===== src/rtl/text_pkg.sv =====
// Shared constants, state/command enums and the cell address helper for the
// text writer controller.
package text_pkg;

  localparam int COLS_DEF = 80;
  localparam int ROWS_DEF = 30;

  localparam logic [7:0] CH_BS    = 8'h08;
  localparam logic [7:0] CH_LF    = 8'h0A;
  localparam logic [7:0] CH_FF    = 8'h0C;
  localparam logic [7:0] CH_CR    = 8'h0D;
  localparam logic [7:0] CH_SPACE = 8'h20;
  localparam logic [7:0] CH_TILDE = 8'h7E;

  typedef enum logic [2:0] {
    ST_IDLE    = 3'd0,
    ST_FETCH   = 3'd1,
    ST_LATCH   = 3'd2,
    ST_WRITE   = 3'd3,
    ST_CLR_ROW = 3'd4,
    ST_CLR_ALL = 3'd5
  } state_e;

  typedef enum logic [2:0] {
    CUR_NONE = 3'd0,
    CUR_HOME = 3'd1,
    CUR_CR   = 3'd2,
    CUR_BS   = 3'd3,
    CUR_ADV  = 3'd4,
    CUR_LF   = 3'd5
  } cur_cmd_e;

  function automatic logic [11:0] cell_addr(input logic [4:0] row,
                                            input logic [6:0] col,
                                            input int cols);
    logic [11:0] r12;
    logic [11:0] c12;
    r12 = {7'd0, row};
    c12 = {5'd0, col};
    return (r12 * 12'(cols)) + c12;
  endfunction

endpackage


===== src/rtl/text_cursor.sv =====
// Cursor column/row counter: home, carriage return, backspace, column advance
// with wrap into a row advance, and line feed.
module text_cursor
  import text_pkg::*;
#(
  parameter int COLS = COLS_DEF,
  parameter int ROWS = ROWS_DEF
) (
  input  logic       clk,
  input  logic       rst,
  input  cur_cmd_e   cmd,
  output logic [6:0] col_q,
  output logic [4:0] row_q,
  output logic [4:0] row_inc,
  output logic       col_last
);
  localparam logic [6:0] LAST_COL = 7'(COLS - 1);
  localparam logic [4:0] LAST_ROW = 5'(ROWS - 1);

  logic [6:0] col_d;
  logic [4:0] row_d;

  // row_inc and col_last depend only on the current cursor, never on cmd
  always_comb begin
    row_inc  = (row_q == LAST_ROW) ? 5'd0 : row_q + 5'd1;
    col_last = (col_q == LAST_COL);
    col_d    = col_q;
    row_d    = row_q;
    case (cmd)
      CUR_HOME: begin
        col_d = 7'd0;
        row_d = 5'd0;
      end
      CUR_CR: col_d = 7'd0;
      CUR_BS: begin
        if (col_q != 7'd0) begin
          col_d = col_q - 7'd1;
        end else begin
          col_d = col_q;
        end
      end
      CUR_ADV: begin
        if (col_last) begin
          col_d = 7'd0;
          row_d = row_inc;
        end else begin
          col_d = col_q + 7'd1;
        end
      end
      CUR_LF: begin
        col_d = 7'd0;
        row_d = row_inc;
      end
      default: begin
        col_d = col_q;
        row_d = row_q;
      end
    endcase
  end

  always_ff @(posedge clk) begin
    if (!rst) begin
      col_q <= 7'd0;
      row_q <= 5'd0;
    end else begin
      col_q <= col_d;
      row_q <= row_d;
    end
  end

endmodule


===== src/rtl/text_writer_ctrl.sv =====
// Pops bytes from a FIFO, writes printable characters into character RAM at
// the cursor, interprets control codes and blanks rows / the whole screen.
module text_writer_ctrl
  import text_pkg::*;
#(
  parameter int COLS = COLS_DEF,
  parameter int ROWS = ROWS_DEF
) (
  input  logic        clk,
  input  logic        rst,
  input  logic        fifo_empty,
  input  logic [7:0]  fifo_data,
  output logic        fifo_rd_en,
  output logic        vram_we,
  output logic [11:0] vram_addr,
  output logic [7:0]  vram_data,
  input  logic        vram_ready,
  output logic [6:0]  cursor_col,
  output logic [4:0]  cursor_row,
  output logic        busy
);
  localparam logic [11:0] LAST_CELL = 12'(COLS * ROWS - 1);
  localparam logic [6:0]  LAST_COL  = 7'(COLS - 1);

  state_e      state_q, state_d;
  logic        rd_en_q, rd_en_d;
  logic        we_q, we_d;
  logic [11:0] addr_q, addr_d;
  logic [7:0]  data_q, data_d;
  logic        busy_q, busy_d;
  cur_cmd_e    cur_cmd;
  logic [6:0]  col_q;
  logic [4:0]  row_q;
  logic [4:0]  row_inc;
  logic        col_last;
  logic        printable;
  logic [11:0] clr_last;

  text_cursor #(.COLS(COLS), .ROWS(ROWS)) u_cursor (
    .clk      (clk),
    .rst      (rst),
    .cmd      (cur_cmd),
    .col_q    (col_q),
    .row_q    (row_q),
    .row_inc  (row_inc),
    .col_last (col_last)
  );

  always_comb begin
    state_d   = state_q;
    rd_en_d   = 1'b0;
    we_d      = we_q;
    addr_d    = addr_q;
    data_d    = data_q;
    cur_cmd   = CUR_NONE;
    printable = (fifo_data >= CH_SPACE) && (fifo_data <= CH_TILDE);
    if (state_q == ST_CLR_ROW) begin
      clr_last = cell_addr(row_q, LAST_COL, COLS);
    end else begin
      clr_last = LAST_CELL;
    end
    case (state_q)
      ST_IDLE: begin
        we_d = 1'b0;
        if (!fifo_empty) begin
          state_d = ST_FETCH;
          rd_en_d = 1'b1;
        end else begin
          state_d = ST_IDLE;
        end
      end
      ST_FETCH: begin
        we_d    = 1'b0;
        state_d = ST_LATCH;
      end
      ST_LATCH: begin
        we_d = 1'b0;
        if (printable) begin
          state_d = ST_WRITE;
          we_d    = 1'b1;
          addr_d  = cell_addr(row_q, col_q, COLS);
          data_d  = fifo_data;
        end else begin
          state_d = ST_IDLE;
          case (fifo_data)
            CH_LF: begin
              cur_cmd = CUR_LF;
              state_d = ST_CLR_ROW;
              we_d    = 1'b1;
              addr_d  = cell_addr(row_inc, 7'd0, COLS);
              data_d  = CH_SPACE;
            end
            CH_CR: cur_cmd = CUR_CR;
            CH_BS: cur_cmd = CUR_BS;
            CH_FF: begin
              cur_cmd = CUR_HOME;
              state_d = ST_CLR_ALL;
              we_d    = 1'b1;
              addr_d  = 12'd0;
              data_d  = CH_SPACE;
            end
            default: cur_cmd = CUR_NONE;
          endcase
        end
      end
      ST_WRITE: begin
        if (vram_ready) begin
          cur_cmd = CUR_ADV;
          if (col_last) begin
            state_d = ST_CLR_ROW;
            addr_d  = cell_addr(row_inc, 7'd0, COLS);
            data_d  = CH_SPACE;
          end else begin
            state_d = ST_IDLE;
            we_d    = 1'b0;
          end
        end else begin
          state_d = ST_WRITE;
        end
      end
      ST_CLR_ROW, ST_CLR_ALL: begin
        // A clear state with no write pending only occurs right after reset
        if (!we_q) begin
          we_d   = 1'b1;
          addr_d = (state_q == ST_CLR_ALL) ? 12'd0 : cell_addr(row_q, 7'd0, COLS);
          data_d = CH_SPACE;
        end else if (vram_ready) begin
          if (addr_q == clr_last) begin
            state_d = ST_IDLE;
            we_d    = 1'b0;
          end else begin
            addr_d = addr_q + 12'd1;
          end
        end else begin
          state_d = state_q;
        end
      end
      default: begin
        state_d = ST_IDLE;
        we_d    = 1'b0;
      end
    endcase
    busy_d = (state_d != ST_IDLE);
  end

  always_ff @(posedge clk) begin
    if (!rst) begin
      state_q <= ST_CLR_ALL;
      rd_en_q <= 1'b0;
      we_q    <= 1'b0;
      addr_q  <= 12'd0;
      data_q  <= 8'd0;
      busy_q  <= 1'b1;
    end else begin
      state_q <= state_d;
      rd_en_q <= rd_en_d;
      we_q    <= we_d;
      addr_q  <= addr_d;
      data_q  <= data_d;
      busy_q  <= busy_d;
    end
  end

  assign fifo_rd_en = rd_en_q;
  assign vram_we    = we_q;
  assign vram_addr  = addr_q;
  assign vram_data  = data_q;
  assign busy       = busy_q;
  assign cursor_col = col_q;
  assign cursor_row = row_q;

endmodule


===== config.mk =====
export PLATFORM = sky130hd
export DESIGN_NAME = text_writer_ctrl
export DESIGN_NICKNAME = d
export VERILOG_FILES = /design/src/rtl/text_pkg.sv /design/src/rtl/text_cursor.sv /design/src/rtl/text_writer_ctrl.sv
export SDC_FILE = /design/constraint.sdc
export NUM_CORES = 1
export LEC_CHECK = 0
export CORE_MARGIN = 2
export CORE_UTILIZATION = 45
export DETAILED_ROUTE_END_ITERATION = 10
export PLACE_DENSITY = 0.73
export SYNTH_ARGS = -nofsm -noshare
export SYNTH_HDL_FRONTEND = slang
export SYNTH_SLANG_ARGS = --single-unit

===== constraint.sdc =====
create_clock -name clk -period 5.64 [get_ports clk]
set_input_delay 0.564 -clock clk [delete_from_list [all_inputs] [get_ports clk]]
set_output_delay 0.564 -clock clk [all_outputs]
set_load 0.02 [all_outputs]

After elaboration in Yosys (flattened, before gate mapping)

Index checks and enable logic that the tools add are counted.

$lt $le $gt $ge: 2
Multiply operators: 2
Equal/unequal tests: 27
Add/subtract/negate cells: 6
Mux-type cells: 44
Reductions and logical operators: 16

Operator list:

| kind                    | count |
|---|---|
| $mux W12                | 8 |
| $mux W8                 | 5 |
| $pmux W12 S3            | 1 |
| $eq A8 B4 Y1 const B    | 4 |
| $mux W3                 | 8 |
| $pmux W12 S2            | 1 |
| $pmux W8 S3             | 1 |
| $pmux W7 S3             | 1 |
| $mul A5 B3 Y8 const B   | 2 |
| $pmux W3 S5             | 1 |
| $pmux W5 S3             | 1 |
| $mux W7                 | 2 |
| $add A12 B1 Y12 const B | 1 |
| $add A12 B7 Y12         | 1 |
| $add A12 B7 Y12 const B | 1 |
| $eq A12 B12 Y1          | 1 |
| $eq A3 B2 Y1 const B    | 4 |
| $eq A3 B3 Y1 const B    | 4 |
| $pmux W3 S2             | 2 |
| $pmux W3 S4             | 1 |
| $reduce_bool A3 Y1      | 4 |
| $mux W5                 | 2 |
| $ne A2 B2 Y1 const B    | 5 |
| $mux W1                 | 9 |
| 20 further kinds        | 27 |

Input bits: 12
Output and inout bits: 35
Bits in registers: 38
Word-level logic and storage cells: 105

Depth between registers and ports, before layout

Gate-level depths: netlist of run 1.

Depth after elaboration: 9
Mapped depth: 14
Depth with buffers taken out: 13

Cells and area by module

A second synthesis of run 1 with hierarchy kept.

Cells, all modules: 423
Area total of the unflattened synthesis: 3,397.0 um^2

Modules (own cells, without submodules):

| module           | area an instance (um^2) | sequential area each (um^2) | cells each | times used |
|---|---|---|---|---|
| text_writer_ctrl | 2,478.6                 | 520.5                       | 305        | 1 |
| text_cursor      | 918.4                   | 240.2                       | 118        | 1 |

Least setup slack after synthesis of run 1

No wires, ideal clock.

Path type: register to register
Start point: register u_cursor.row_q[1]
End point: register addr_q[10] (netlist: vram_addr[10])
Setup slack: 2.131 ns
Data arrival time: 3.393 ns
Clock period less this slack: 3.509 ns
Cell stages (with the launch flop): 15
Path buffers: 2
Data required time: 5.524 ns
Setup time: 0.116 ns
Cells stage by stage: dfxtp_1 -> ha_1 -> ha_1 -> inv_1 -> fa_1 -> clkbuf_1 -> and3b_1 -> and2_1 -> nor4_1 -> nor4b_1 -> a2111oi_4 -> o21ai_1 -> buf_2 -> o2111ai_1 -> o211a_1

Longest elaborated chain between the ends: 6
Elaborated cells between the ends (all ways): 18
Those cells by class: 3 x add/sub; 2 x mul; 3 x eq/ne; 9 x mux; 1 x reduce/logical

RTL lines:

| item                                                               | RTL line                               | text |
|---|---|---|
| start, declared                                                    | text_cursor.sv:13                      | `output logic [4:0] row_q,` |
| start signal, assigned                                             | text_cursor.sv:67                      | `row_q <= row_d;` |
| $mul A5 B3 Y8 (tied with other cells)                              | text_pkg.sv:40                         | `return (r12 * 12'(cols)) + c12;` |
| $add A12 B7 Y12 or $mux W5 (tied branches)                         | text_pkg.sv:40, text_cursor.sv:25      |  |
| $mux W12 or $mul A5 B3 Y8 (tied branches)                          | text_writer_ctrl.sv:57, text_pkg.sv:40 |  |
| $eq A12 B12 Y1 (tied with other cells)                             | text_writer_ctrl.sv:128                | `if (addr_q == clr_last) begin` |
| $ne A3 B3 Y1 (no source line) (tied with other cells)              | -                                      |  |
| $reduce_and A6 Y1 (no source line) or $pmux W12 S3 (tied branches) | -                                      |  |
| end signal, assigned                                               | text_writer_ctrl.sv:158                | `addr_q <= addr_d;` |
| end, declared                                                      | text_writer_ctrl.sv:28                 | `logic [11:0] addr_q, addr_d;` |

Parallel ways exist; a longest one is shown, timed or not. The select of a mux whose other input is x is not followed.
A chain may end at the register's enable or synchronous reset.

Final worst setup path of run 1

Start point: register u_cursor.row_q[0]
End point: register addr_q[7] (netlist: vram_addr[7])

The elaborated chain is that of the path after synthesis.

==> results of run 1 <==
==> registers in the layout, indices dropped and copies added (netlist names) <==
name and cells:
busy 1, fifo_rd_en 1, state_q 3, u_cursor.col_q 7
u_cursor.row_q 5, vram_addr 12, vram_data 8, vram_we 1
==> critical path, stage by stage, from the launching register on <==
cell and delay, ps:
dfxtp_1 610, ha_1 230, ha_1 160, inv_1 50, fa_1 670, and3b_1 240, xnor2_1 220, o21ai_0 120
a211oi_1 470, a2111oi_4 120, o21ai_1 140, buf_4 270, o311ai_0 240, o211a_1 190
==> metrics by stage <==
| stage | area [µm²] | setup slack (ps) | power, W | utilization |
|---|---|---|---|---|
| floorplan | 3270 | 2130 | 0.000329 | - |
| global placement | 3780 | 1920 | 0.000359 | 0.530 |
| detailed placement | 3780 | 1830 | 0.000360 | 0.530 |
| CTS | 3880 | 1830 | 0.000563 | 0.543 |
| global route | 3880 | 1550 | 0.000582 | 0.543 |
| finish | 3880 | 1790 | 0.000560 | 0.543 |
==> final cells by class <==
| type | count | area, µm² |
|---|---|---|
| multi-input cells | 344 | 2360 |
| inverters | 17 | 63.8 |
| clock inverters | 2 | 12.5 |
| flip-flops and latches | 38 | 761 |
| clock buffers | 6 | 82.6 |
| repair buffers | 48 | 475 |
| fillers | 707 | 3260 |
| well taps | 99 | 124 |
==> metal layers <==
| metal | share of wire | up-vias | global-route usage |
|---|---|---|---|
| li1 | - | 1631 | - |
| met1 | 0.49 | 1526 | 0.352 |
| met2 | 0.44 | 124 | 0.345 |
| met3 | 0.057 | 14 | 0.0369 |
| met4 | 0.016 | 0 | 0.0773 |
| met5 | 0 | - | 0 |
==> kinds of logic (layout without fill, tap and decap cells) <==
family          after synthesis  in the layout  share of synthesized area
mux                           2              2                    0.00612
xor+xnor                     22             22                     0.0654
fa+ha+maj                    25             25                      0.103
flops                        38             38                      0.233
compound gates              130            130                      0.286
buf+inv                      39             73                     0.0463
simple gates                165            165                      0.261
==> final timing paths <==
kind | slack (ps) | depth (start not counted) | to
setup / recovery | 1790 | 13 | vram_addr[7]
hold / removal | 470 | 2 | vram_data[0]
setup reg to reg | 1790 | 13 | vram_addr[7]
hold reg to reg | 470 | 2 | vram_data[0]
==> cells in the mapped netlist, drive strengths merged (9+ instances only) <==
master	number	area share
nor2b	16	0.031
o211a	9	0.028
xnor2	15	0.040
nand3	18	0.028
nand2	44	0.051
clkbuf	16	0.018
ha	22	0.084
a21oi	26	0.041
dfxtp	38	0.23
inv	17	0.020
o21ai	28	0.043
nor2	30	0.034
==> power by group through the flow <==
stage | registers (W) | logic [W] | clock network [W]
global route | 0.000285 | 0.0000775 | 0.000219
finish | 0.000284 | 0.0000713 | 0.000205
detailed placement | 0.000290 | 0.0000703 | 0
global placement | 0.000290 | 0.0000696 | 0
CTS | 0.000284 | 0.0000708 | 0.000208
floorplan | 0.000292 | 0.0000367 | 0
==> placed cells by master, fill, tap and decap left out, drive strengths merged, types with 6 or more instances in the layout <==
master,n
a21boi,6
a21o,6
a21oi,26
a22oi,6
a31oi,6
and2,6
and3,8
clkbuf,6
clkdlybuf4s50,46
dfxtp,38
ha,22
inv,17
nand2,44
nand3,18
nand4,6
nor2,30
nor2b,16
nor3,8
o211a,9
o211ai,6
o21ai,28
xnor2,15
xor2,6
==> impl_metrics.tcl, run 1 <==
set metrics [dict create \
    p_switching_w 0.000155 \
    hold_buffers 0 \
    ctsHtreeMaxLevel 2 \
    run_status "finished, final reports clean" \
    critPathMaxFanout 23 \
    dp_hpwl_mm 6.76 \
    grt-ovfl-total 0 \
    wirelength_mm 9.11 \
    synth_cells 421 \
    dp_cells 546 \
    intPower_w 0.000405 \
    wl_per_cell_um 16.4 \
    ys_ff_latch 38 \
    power.share.clock 0.366 \
    synthArstFlopShare 0 \
    cts_sinks 38 \
    yosys_warnings 0 \
    firstDrtPassIters 6 \
    min_period_over_period 0.682 \
    ir_drop_uv 109 \
    seqPwrFrac 0.507 \
    cts.clk_slew.worst_paths_ps 90 \
    rsz0062_at_grt "no" \
    coreArea_mm2 0.00714 \
    required_ps 5830 \
    synth_edf_count 0 \
    ant_nets 0 \
    die-area_mm2 0.00796 \
    cts_max_path_buffers 2 \
    slew_headroom 0.176 \
    vias 3295 \
    switching_share 0.277 \
    synth-main-ff-cell "dfxtp_1" \
    synth_cell_type_count 65 \
    worst_hold_slack_ps 468 \
    cts_setup_buffers 0 \
    dieHeight_um 89.2 \
    start_kind "flip-flop" \
    min_from "vram_data[0]" \
    cp-end-kind "flip-flop" \
    drc 0 \
    max_clock_freq_ghz 0.260 \
    grt_antenna_before_repair 0 \
    die_w_um 89.2 \
    finalHoldViolCount 0 \
    avgSynthCellArea_um2 7.77 \
    worstSetupStartpoint "u_cursor.row_q[0]" \
    final.setup.tns_ps 0 \
    floorplan.initialDensity 0.458 \
    io_pins 47 \
    r2r-start "u_cursor.row_q[0]" \
    grt_max_degree 42 \
    portBuffers 46 \
    fin_skew_ps 9.62 \
    rows 31 \
    ctsResizeCount 0 \
    yosysSeqAreaShare 0.233 \
    drtIter0Drc 277 \
    drive_above_1_share 0.0352 \
    syn_to_final_growth_pct 18.6 \
    slew_viol_final 0 \
    grt_use_total 0.236 \
    instances_no_fill 554 \
    tightest_slew_ps 1220 \
    worstSetupPathType "flip-flop to flip-flop" \
    syn-num-nets 458 \
    combPwrFrac 0.127 \
    nets 491 \
    crit_arrival_ps 4040 \
    syn_area_mm2 0.00327 \
    fin_crit_ps 3850 \
    clk_latency_ps 300 \
    cts_tree "built" \
    min_path_type "flip-flop to flip-flop" \
    grt_pass1_vias 2967 \
    numCtsBuffers 5 \
    p_per_area_mw_per_mm2 144 \
    place_congestion 0.882 \
    antenna_cells 0 \
    cap_violations 0 \
    cts.root.buffer_cell "clkbuf_8" \
    avgViaCountPerCell 5.95 \
    total_leakage_power_nw 1.48 \
    grt_pass1_wl_mm 14.7 \
    setup_viol 0 \
]
Note: power is estimated with default switching activity, not from simulation.
==> run 2: changes to the inputs <==
PLACE_DENSITY = 0.76   (was 0.73)
clock period = 3.1 ns   (was 5.64 ns; I/O delays follow)
==> impl_metrics.tcl, run 2 (synthesis gave the netlist of run 1 again) <==
set metrics [dict create \
    largest_reg_flops 12 \
    die-area_mm2 0.00796 \
    ant_nets 0 \
    total_leakage_power_nw 1.69 \
    finalPower_w 0.00106 \
    io_pins 47 \
    grt_pass1_wl_mm 16.3 \
    dp_cells 574 \
    avgViaCountPerCell 6.04 \
    worst_hold_slack_ps 478 \
    floorplan.initialDensity 0.458 \
    drc 0 \
    critPathMaxFanout 12 \
    p_per_area_mw_per_mm2 246 \
    clk_latency_ps 300 \
    cts.root.buffer_cell "clkbuf_8" \
    post-route-util 0.600 \
    cap_violations 0 \
    dieHeight_um 89.2 \
    instances_no_fill 585 \
    start_kind "flip-flop" \
    setup_viol 13 \
    fin_skew_ps 7.98 \
    pre_cts_ws_ps -226 \
    grt_pass1_vias 3417 \
    grt_antenna_before_repair 0 \
    grt_max_degree 41 \
    dp_hpwl_mm 7.44 \
    r2r_setup_slack_ps -140 \
    nets 522 \
    hold_buffers 0 \
    run_status "finished with violations" \
    syn_to_final_growth_pct 31.0 \
    cts.clk_slew.worst_paths_ps 80 \
    slew_headroom 0.578 \
    coreArea_mm2 0.00714 \
    ctsHtreeMaxLevel 2 \
    grt-ovfl-total 0 \
    fin_crit_ps 3240 \
    worstSetupPathType "flip-flop to flip-flop" \
    max_clock_freq_ghz 0.309 \
    slew_viol_final 0 \
    rows 31 \
    crit_arrival_ps 3420 \
    portBuffers 46 \
    cts_tree "built" \
    min_path_type "flip-flop to flip-flop" \
    required_ps 3290 \
    drive_above_1_share 0.142 \
    numCtsBuffers 5 \
    vias 3536 \
    drtIter0Drc 221 \
    cts_max_path_buffers 2 \
    antenna_cells 0 \
    die_w_um 89.2 \
    layout_common_cells "clkdlybuf4s50_1, nand2_1, dfxtp_1" \
    wl_per_cell_um 17.2 \
    place_congestion 0.940 \
    violations "setup timing" \
    wirelength_mm 10.0 \
    timing.final.ws_setup_ps -135 \
    final_common_cell "clkdlybuf4s50_1" \
    cp-end-kind "flip-flop" \
    min_period_over_period 1.04 \
    cts_sinks 38 \
    firstDrtPassIters 5 \
    finalHoldViolCount 0 \
    ir_drop_uv 207 \
    grt_use_total 0.263 \
    rsz0062_at_grt "yes" \
    tightest_slew_ps 630 \
]
run 2: where the power goes:
part | switching [W] | leakage, nW | internal [W]
sequential | 0.0000201 | 0.312 | 0.000494
clock | 0.000190 | 0.0561 | 0.000205
combinational | 0.0000764 | 1.32 | 0.0000715
run 2: stage by stage:
stage | TNS (ps) | cell area, µm²
6_report | -1480 | 4280
3_3_place_gp | -127 | 4090
3_5_place_dp | -948 | 4090
2_1_floorplan | -722 | 3370
5_1_grt | -3160 | 4280
4_1_cts | -1390 | 4270
run 2: final cells by class:
| type | instances | area, µm² |
|---|---|---|
| Tap cell | 99 | 124 |
| Fill cell | 674 | 2850 |
| Multi-Input combinational cell | 344 | 2480 |
| Clock buffer | 6 | 93.8 |
| Sequential cell | 38 | 777 |
| Clock inverter | 2 | 10.0 |
| Timing Repair Buffer | 79 | 738 |
| Inverter | 17 | 63.8 |
run 2: final timing paths:
path,startpoint,endpoint,cells past startpoint
max reg2reg,u_cursor.row_q[1],vram_addr[5],13
max,u_cursor.row_q[1],vram_addr[5],13
min reg2reg,vram_data[6],vram_data[6],2
min,vram_data[6],vram_data[6],2
run 2: metal layers:
metal  track usage  vias up  wire [µm]
li1              -     1679          -
met1         0.334     1671       4330
met2         0.443      152       4780
met3        0.0369       34        590
met4         0.114        0        343
met5             0        -          0
run 2: what timing repair did:
| action | in CTS | in global routing |
|---|---|---|
| pin swaps | 7 | 3 |
| setup endpoints to repair | 14 | 15 |
| setup buffers | 3 | 0 |
| hold endpoints to repair | 0 | 0 |
| gates cloned | 1 | 0 |
| gates resized for setup | 12 | 3 |
run 2: worst max-delay path: stages, from the launching register on:
cell	delay [ps]
dfxtp_4	350
ha_4	260
ha_4	120
inv_2	30
fa_2	540
and3b_2	230
xnor2_2	190
o2111a_1	230
a211oi_2	50
a2111oi_4	440
buf_4	210
o21ai_4	70
buf_12	170
o211a_1	210
==> run 3: changes to the inputs <==
--- a/config.mk
+++ b/config.mk
@@ -8,7 +8,9 @@
 export CORE_MARGIN = 2
 export CORE_UTILIZATION = 45
+export CTS_CLUSTER_DIAMETER = 80
 export DETAILED_ROUTE_END_ITERATION = 10
-export PLACE_DENSITY = 0.76
+export PLACE_DENSITY = 0.75
 export SYNTH_ARGS = -nofsm -noshare
 export SYNTH_HDL_FRONTEND = slang
+export SYNTH_HIERARCHICAL = 1
 export SYNTH_SLANG_ARGS = --single-unit
==> constraint.sdc (replaced) <==
create_clock -name clk -period 3.1 [get_ports clk]
set_input_delay 0.31 -clock clk [delete_from_list [all_inputs] [get_ports clk]]
set_output_delay 0.31 -clock clk [all_outputs]
set_load 0.01 [all_outputs]
==> impl_metrics.tcl, run 3 <==
set metrics [dict create \
    avgViaCountPerCell 6.06 \
    largest_reg_flops 12 \
    ir_drop_uv 214 \
    synth-main-ff-cell "dfxtp_1" \
    grt-ovfl-total 0 \
    dieHeight_um 90.9 \
    r2r_cells 11 \
    setup_viol 1 \
    postPlaceCellArea_mm2 0.00414 \
    ant_nets 0 \
    numCtsBuffers 5 \
    grt_use_total 0.239 \
    timing.final.ws_setup_ps -35.1 \
    required_ps 3310 \
    min_period_over_period 1.01 \
    tightest_slew_ps 655 \
    portBuffers 46 \
    fin_crit_ps 3140 \
    antenna_cells 0 \
    synth_cells 423 \
    cts_sinks 38 \
    drtIter0Drc 442 \
    final.setup.tns_ps -35.1 \
    fin_skew_ps 6.78 \
    grt_pass1_vias 3331 \
    drive_above_1_share 0.204 \
    final_common_cell "clkdlybuf4s50_1" \
    syn-num-nets 459 \
    nets 529 \
    yosysSeqAreaShare 0.224 \
    place_congestion 0.941 \
    rows 31 \
    io_pins 47 \
    vias 3594 \
    synth_common_cells "dfxtp_1, nor2_1, nand2_1, a21oi_1, inv_1" \
    synthArstFlopShare 0 \
    die-area_mm2 0.00826 \
    max_clock_freq_ghz 0.319 \
    layout_common_cells "clkdlybuf4s50_1, nand2_1, buf_4" \
    min_path_type "flip-flop to flip-flop" \
    coreArea_mm2 0.00729 \
    cts_max_path_buffers 2 \
    dp_hpwl_mm 7.29 \
    start_kind "flip-flop" \
    wirelength_mm 10.3 \
    firstDrtPassIters 8 \
    netlist.area_leader.share 0.224 \
    syn_area_mm2 0.00340 \
    synthTopCellsByArea "dfxtp_1, ha_1, xnor2_1, nor2_1, nand2_1" \
    clk_latency_ps 290 \
    critPathMaxFanout 5 \
    cap_violations 0 \
    avgSynthCellArea_um2 8.03 \
    p_per_area_mw_per_mm2 236 \
    post-route-util 0.610 \
    synth_top_area_cell "dfxtp_1" \
    yosys_warnings 6 \
    floorplan.initialDensity 0.466 \
    pre_cts_ws_ps -75.2 \
    wl_per_cell_um 17.4 \
    crit_arrival_ps 3340 \
    violations "setup timing" \
    syn_to_final_growth_pct 30.9 \
    holdPathStages 2 \
    r2r_setup_slack_ps -40 \
    cts.root.buffer_cell "clkbuf_8" \
    cts.clk_slew.worst_paths_ps 80 \
    slew_viol_final 0 \
    drc 0 \
    run_status "finished with violations" \
    finalHoldViolCount 0 \
    worstSetupPathType "flip-flop to flip-flop" \
    grt_max_degree 21 \
    cp-end-kind "flip-flop" \
    cts_tree "built" \
    grt_pass1_wl_mm 16.2 \
    slew_headroom 0.562 \
    grt_antenna_before_repair 0 \
    synth_edf_count 0 \
    die_w_um 90.9 \
    synth_cell_type_count 72 \
    ctsHtreeMaxLevel 2 \
    design_area_mm2 0.00445 \
    ys_ff_latch 38 \
    rsz0062_at_grt "yes" \
    total_leakage_power_nw 1.69 \
]
==> run 3: final timing paths <==
check	startpoint	endpoint
worst min register to register	vram_data[3]	vram_data[3]
worst max register to register	u_cursor/row_q[1]	vram_addr[8]
worst max-delay path	u_cursor/row_q[1]	vram_addr[8]
worst min-delay path	vram_data[3]	vram_data[3]
==> run 3: cells by family after synthesis <==
| kind of cell | after synthesis | synth area share |
|---|---|---|
| flip-flops | 38 | 0.224 |
| AND/OR/NAND/NOR | 171 | 0.273 |
| adder cells (fa/ha/maj) | 24 | 0.0950 |
| buffers and inverters | 45 | 0.0622 |
| XOR/XNOR | 31 | 0.0880 |
| AO/OA/AOI/OAI | 110 | 0.246 |
| multiplexers | 4 | 0.0118 |
==> run 3: repair_timing <==
item	CTS	global route
resized for setup	6	24
hold buffers	0	0
cloned	2	1
setup buffers	2	4
pin swaps	4	11
setup endpoints to repair	14	16
==> run 3: layout make-up <==
cell class	instances	area [µm²]
multi-input cells	343	2640
clock buffers	7	86.3
repair buffers	82	734
well taps	99	124
fillers	667	2840
inverters	23	86.3
clock inverters	1	5.00
flip-flops and latches	38	768
==> run 3: routing by layer <==
metal	up-vias	track usage	wire, µm
li1	1689	-	-
met1	1696	0.314	4320
met2	182	0.391	4940
met3	27	0.0409	785
met4	0	0.0934	273
met5	-	0	0
==> run 3: worst max-delay path, cell delays in order, from the launching register on <==
cell and delay [ps]:
dfxtp_4 350, ha_4 270, ha_4 130, inv_2 30, fa_2 380, xor2_4 200
nor3b_4 220, xnor3_1 280, a31o_2 220, a2111o_1 480, and2_4 250, a311oi_2 230
==> run 3: report_power, final <==
group	total, W	switching (W)	internal (W)	leakage (nW)
registers	0.000525	0.0000271	0.000498	0.311
logic	0.000161	0.0000823	0.0000783	1.33
clock network	0.000366	0.000186	0.000180	0.0482
==> run 3: metrics by stage <==
stage / power [W] / hold WS (ps) / std cells
after floorplan: 0.000613 / 372 / 423
after detailed placement: 0.000675 / 449 / 576
after global placement: 0.000673 / 443 / 576
after global routing: 0.00109 / 469 / 593
final: 0.00105 / 455 / 593
after CTS: 0.00105 / 459 / 588
==> variant 1, RTL diff (config.mk and constraints of run 3) <==
Reset style: asynchronous (`rst`), changed in 2 clocked blocks.
--- a/src/rtl/text_cursor.sv
+++ b/src/rtl/text_cursor.sv
@@ -60,3 +60,3 @@
 
-  always_ff @(posedge clk) begin
+  always_ff @(posedge clk or negedge rst) begin
     if (!rst) begin
--- a/src/rtl/text_writer_ctrl.sv
+++ b/src/rtl/text_writer_ctrl.sv
@@ -145,3 +145,3 @@
 
-  always_ff @(posedge clk) begin
+  always_ff @(posedge clk or negedge rst) begin
     if (!rst) begin
Formal check against the unedited RTL: differs if rst is asserted again (counterexample within 4 cycles, from zero or initial values and one cycle with rst low); with rst held inactive, the same outputs for 10 cycles.
==> variant 1 against run 3 <==
The run still ends with negative setup slack left; critical path depth up 2; sequential cell count unchanged; routed wire length down 7.0%; die area up 3.2%; synthesized area up 3.4%; setup slack worse by 120 ps; final area up 1.3%; hold slack worse by 330 ps.
Power is left out: it rests on default switching activity, and per cell area and clock period it moved more than threefold.
==> variant 1: results (changes against run 3) <==
Outcome
• **status** finished, violations left
• **violated checks** negative setup slack

Cells and area
• **antenna fix cells** 0, unchanged
• **number of flip-flops in the largest register** 12, unchanged
• **number of fill cells** 665, -0.30%
• **fraction of layout cells with a size suffix above 1** 0.1938, -0.01070
• **Total Nets Final** 515, -2.6%

Logic synthesis
• **main flop type after synthesis** sky130_fd_sc_hd__dfrtp_1
• **Cell variety after synth** 80, +11%
• **Mapped Nets** 446, -2.8%
• **main area contributors after synthesis** sky130_fd_sc_hd__dfrtp_1 25%, sky130_fd_sc_hd__ha_1 7.5%, sky130_fd_sc_hd__nand2_1 3.7%
• **share of the yosys chip area belonging to registers** 0.2718, +0.04788
• **Cells after Synth** 410, -3.1%
• **Yosys warning total** 6, unchanged
• **fraction of registers with async set or reset after synthesis** 1.000, +1.000
• **top cells by instance count after synthesis** 35 x sky130_fd_sc_hd__dfrtp_1, 35 x sky130_fd_sc_hd__nand2_1, 24 x sky130_fd_sc_hd__inv_1, 24 x sky130_fd_sc_hd__nor2_1, 24 x sky130_fd_sc_hd__o21ai_0

GRT
• **pin count of the biggest net entering global routing** 39, +86%
• **number of antenna violations at the first check in global routing** 0, unchanged
• **wire length of the first global-routing pass** 15,950 um, -1.5%
• **GRT Resource Usage Total** 0.2316, -0.007561
• **vias in the first global route** 3,298, -0.99%

Place
• **placer congestion estimate** 0.9708, +3.2%
• **detailed placer's ending HPWL** 7008 um, -3.9%
• **PortBufs** 46, unchanged

Worst setup path
• **Critical Path AT** 3480 ps, +140 ps
• **peak per-stage delay on the critical path** 600 ps, +120 ps
• **worst setup path endpoint** busy$_DFF_PN1_
• **critical path peak fanout** 3, -2
• **launching element of the worst setup path** u_cursor/row_q[1]$_DFFE_PN0P_
• **Worst Reg2Reg Path Length in Cells** 13, +2
• **cell with the largest stage delay on the worst path** sky130_fd_sc_hd__fa_2
• **end of the worst register-to-register path** busy$_DFF_PN1_

CTS
• **TritonCTS Buffers** 5, unchanged
• **CTS root buf** sky130_fd_sc_hd__clkbuf_8
• **hold buffer count at cts** 0, unchanged
• **clock latency at the later pin of the worst-skew pair** 310 ps, +20 ps
• **PostCTS Resize Cnt** 4, -2
• **setup repair bufs after CTS** 2, unchanged
• **H-tree depth reported by CTS** 2, unchanged
• **clock transition at the registers of the reported paths** 80 ps, about the same
• **clock tree buffer depth** 2, unchanged

Job
• **maxcap violations** 0, unchanged

Route
• **via count of the routed design** 3,457, -3.8%
• **post-route DRC violation count** 0, unchanged
• **detailed-routing iteration count for the pre-antenna-repair pass** 5, -3
• **routed wire length** 9597 um, -7.0%
• **1st-iter DRT viols** 282, -36%

STA
• **Setup WS post-layout** -155.3 ps, -120.2 ps
• **Slew Limit Headroom** 0.4105, -0.1513
• **summed negative setup slack over all endpoints** -782.1 ps, -747.0 ps
• **setup-violating endpoint count in the final report** 10, +9
• **worst clock skew on the final layout** 8.747 ps, +1.963 ps

Hold path
• **Hold Crit Class** in2async

## variant 1: cell count changes after synthesis, moves of 4 or more
cell                              run 3  this run
sky130_fd_sc_hd__a211oi_1             5         1
sky130_fd_sc_hd__a211oi_2             6         1
sky130_fd_sc_hd__a21oi_1             24        18
sky130_fd_sc_hd__a221oi_1             7         3
sky130_fd_sc_hd__a22o_1               3         9
sky130_fd_sc_hd__clkbuf_1             9        17
sky130_fd_sc_hd__dfrtp_1              0        35
sky130_fd_sc_hd__dfxtp_1             38         0
sky130_fd_sc_hd__nand4_1              5         1
sky130_fd_sc_hd__nor2_1              38        24
sky130_fd_sc_hd__nor3_1               9         4
sky130_fd_sc_hd__nor4_1               7         3
sky130_fd_sc_hd__o21ai_0             16        24
sky130_fd_sc_hd__xnor2_1             21        14
## variant 1: routing by layer
metal  up-vias  wire length [um]  track usage
li1       1639                 -            -
met1      1655              4307       0.3183
met2       142              4574       0.3729
met3        21               549      0.03417
met4         0               166      0.08209
met5         -                 0            0
## variant 1: layout make-up
class | count | area share
Timing Repair Buffer | 89 | 0.1752
Multi-Input combinational cell | 321 | 0.5397
Clock inverter | 3 | 0.008884
Tap cell | 102 | 0.02832
Inverter | 24 | 0.01999
Sequential cell | 38 | 0.2127
Clock buffer | 5 | 0.01527
## variant 1: kinds of logic after synthesis
group / share of synthesized area
AND/OR/NAND/NOR: 0.2255
AO/OA/AOI/OAI: 0.2487
buffers and inverters: 0.06662
flip-flops: 0.2718
XOR/XNOR: 0.06983
adder cells (fa/ha/maj): 0.09191
multiplexers: 0.02565
## variant 1: how the worst min path moves through the flow
stage,endpoint,cells past startpoint,startpoint
2_1_floorplan,fifo_rd_en$_DFF_PN0_,0,rst
3_3_place_gp,vram_data[0]$_DFFE_PN0P_,2,vram_data[0]$_DFFE_PN0P_
3_5_place_dp,vram_data[3]$_DFFE_PN0P_,2,vram_data[3]$_DFFE_PN0P_
4_1_cts,vram_addr[7]$_DFFE_PN0P_,1,rst
5_1_grt,vram_addr[7]$_DFFE_PN0P_,1,rst
6_report,vram_addr[9]$_DFFE_PN0P_,1,rst
## variant 1: stage by stage
stage / hold WS [ps] / cells / util / instance area (um2) / setup slack, ps
floorplan: 14.41 / 410 / - / 3575 / -27.01
global placement: 454.8 / 571 / 0.5633 / 4308 / -118.0
detailed placement: 462.2 / 571 / 0.5633 / 4308 / -152.2
CTS: 164.4 / 581 / 0.5823 / 4453 / -108.2
global route: 199.0 / 582 / 0.5893 / 4507 / -279.6
finish: 125.2 / 582 / 0.5893 / 4507 / -155.3
## variant 1: worst max-delay path: cells and delay by family (launching register included)
kind                       cells  cell delay, ps
adders and majority gates      3            1000
and+or+nand+nor                3             750
AOI/OAI and AO/OA              3             510
DFF                            1             430
xor gates and xnor gates       2             290
buffers and inverters          2             210
==> variant 2, RTL diff (config.mk and constraints of run 3) <==
Made on the original files. The 6 states of `state_e` get a one-hot encoding in 6 bits.
--- a/src/rtl/text_pkg.sv
+++ b/src/rtl/text_pkg.sv
@@ -14,9 +14,9 @@
 
-  typedef enum logic [2:0] {
-    ST_IDLE    = 3'd0,
-    ST_FETCH   = 3'd1,
-    ST_LATCH   = 3'd2,
-    ST_WRITE   = 3'd3,
-    ST_CLR_ROW = 3'd4,
-    ST_CLR_ALL = 3'd5
+  typedef enum logic [5:0] {
+    ST_IDLE    = 6'b000001,
+    ST_FETCH   = 6'b000010,
+    ST_LATCH   = 6'b000100,
+    ST_WRITE   = 6'b001000,
+    ST_CLR_ROW = 6'b010000,
+    ST_CLR_ALL = 6'b100000
   } state_e;
Check against the original RTL: no difference found for any inputs over 10 cycles, from zero or initial values and one cycle with rst low; not proved beyond that.
==> variant 2 against run 3 <==
Non-clock buffer count fell by 1; highest routed layer unchanged; count of clock-buffer cells in the layout fell by 1; final area rose by 2.2%; first-iteration DRC count is 40% lower; critical path depth did not move; setup slack improved by 63 ps; synthesized area is 3.9% higher; sequential cell count increased by 3; die area grew 3.8%; via count rose by 4.6%; routed wire length increased by 2.5%.
Power is not compared: it rests on default switching activity, and its combinational part moved more than twofold at a synthesized area within 25%.
==> variant 2: results (changes against run 3) <==
GRT
• **GRT Resource Usage Total** 0.2553, +0.01613
• **pin count of the biggest net entering global routing** 23, +9.5%
• **met1 capacity usage during global routing** 0.3181, +0.004040
• **wire length of the first global-routing pass** 17,630 um, +8.9%
• **met2 capacity usage during global routing** 0.4282, +0.03768

Worst setup path
• **worst setup path endpoint** vram_addr[5]$_SDFFE_PN0P_
• **Register-to-Register Setup Slack** 30 ps, +60 ps
• **reg-to-reg startpoint** u_cursor/row_q[3]$_SDFFE_PN0P_
• **critical path peak fanout** 7, +2
• **peak per-stage delay on the critical path** 420 ps, -60 ps
• **cell with the largest stage delay on the worst path** sky130_fd_sc_hd__fa_2

Cells and area
• **Total Nets Final** 549, +3.8%
• **final cell count without fillers** 615, +3.7%
• **fraction of layout cells with a size suffix above 1** 0.1676, -0.03681

Logic synthesis
• **share of the yosys chip area belonging to registers** 0.2325, +0.008518
• **share of the synthesized area in compound gates (AO/OA/AOI/OAI)** 0.2753, +0.02930
• **main area contributors after synthesis** sky130_fd_sc_hd__dfxtp_1 23%, sky130_fd_sc_hd__ha_1 7.4%, sky130_fd_sc_hd__nand2_1 5.1%
• **top cells by instance count after synthesis** 48 x sky130_fd_sc_hd__nand2_1, 41 x sky130_fd_sc_hd__dfxtp_1, 32 x sky130_fd_sc_hd__nor2_1
• **Mapped Nets** 485, +5.7%
• **xor and xnor fraction of the mapped netlist area** 0.06839, -0.01964
• **adder and majority gate portion of the synthesized area** 0.09142, -0.003603
• **Cells after Synth** 449, +6.1%

STA
• **worst clock skew on the final layout** 9.282 ps, +2.498 ps
• **Worst Max-Slew Pin Slew** 861.1 ps, +205.8 ps
• **tightest hold margin** 456.2 ps, +1.259 ps

Route
• **wire per inst** 17.21 um, -1.1%
• **routed metal-1 wire length** 4643 um, +7.4%
• **met3 routed WL** 526 um, -33%
• **detailed-routing iteration count for the pre-antenna-repair pass** 5, -3

Place
• **placer congestion estimate** 1.003, +6.5%
• **Placement Cell Area** 0.004282 mm2, +3.4%
• **placed insts** 606, +5.2%

Power and ir drop
• **Overall Power** 2.369 mW

Outcome
• **status** complete, no violations

Hold path
• **hold path startpoint** vram_data[1]$_SDFFE_PN0P_

## variant 2: repair_timing
action	in CTS	in global routing
pin swaps	20	12
gates cloned	1	0
endpoints found under the setup margin	15	17
buffers inserted	1	0
resized for setup	18	13
## variant 2: final cells by class
| type | count | share of cell area |
|---|---|---|
| clock buffer | 6 | 0.02064 |
| sequential | 41 | 0.1825 |
| inverter | 22 | 0.01817 |
| tap | 102 | 0.02808 |
| clock inverter | 1 | 0.001101 |
| multi-input combinational | 362 | 0.5888 |
| timing repair buffer | 81 | 0.1607 |
## variant 2: stage by stage
stage / TNS (ps) / setup WS [ps]
after floorplan: 0 / 4.108
after global placement: 0 / 57.51
after detailed placement: -717.0 / -77.16
after CTS: 0 / 11.88
after global routing: -1042 / -113.9
final: 0 / 28.01
## variant 2: worst max-delay path, delay by kind of cell (launching register included)
family	cells	cell delay, ps
AO/OA/AOI/OAI	5	1240
adder cells (fa/ha/maj)	3	820
flip-flops	1	340
buffers and inverters	2	260
AND/OR/NAND/NOR	1	250
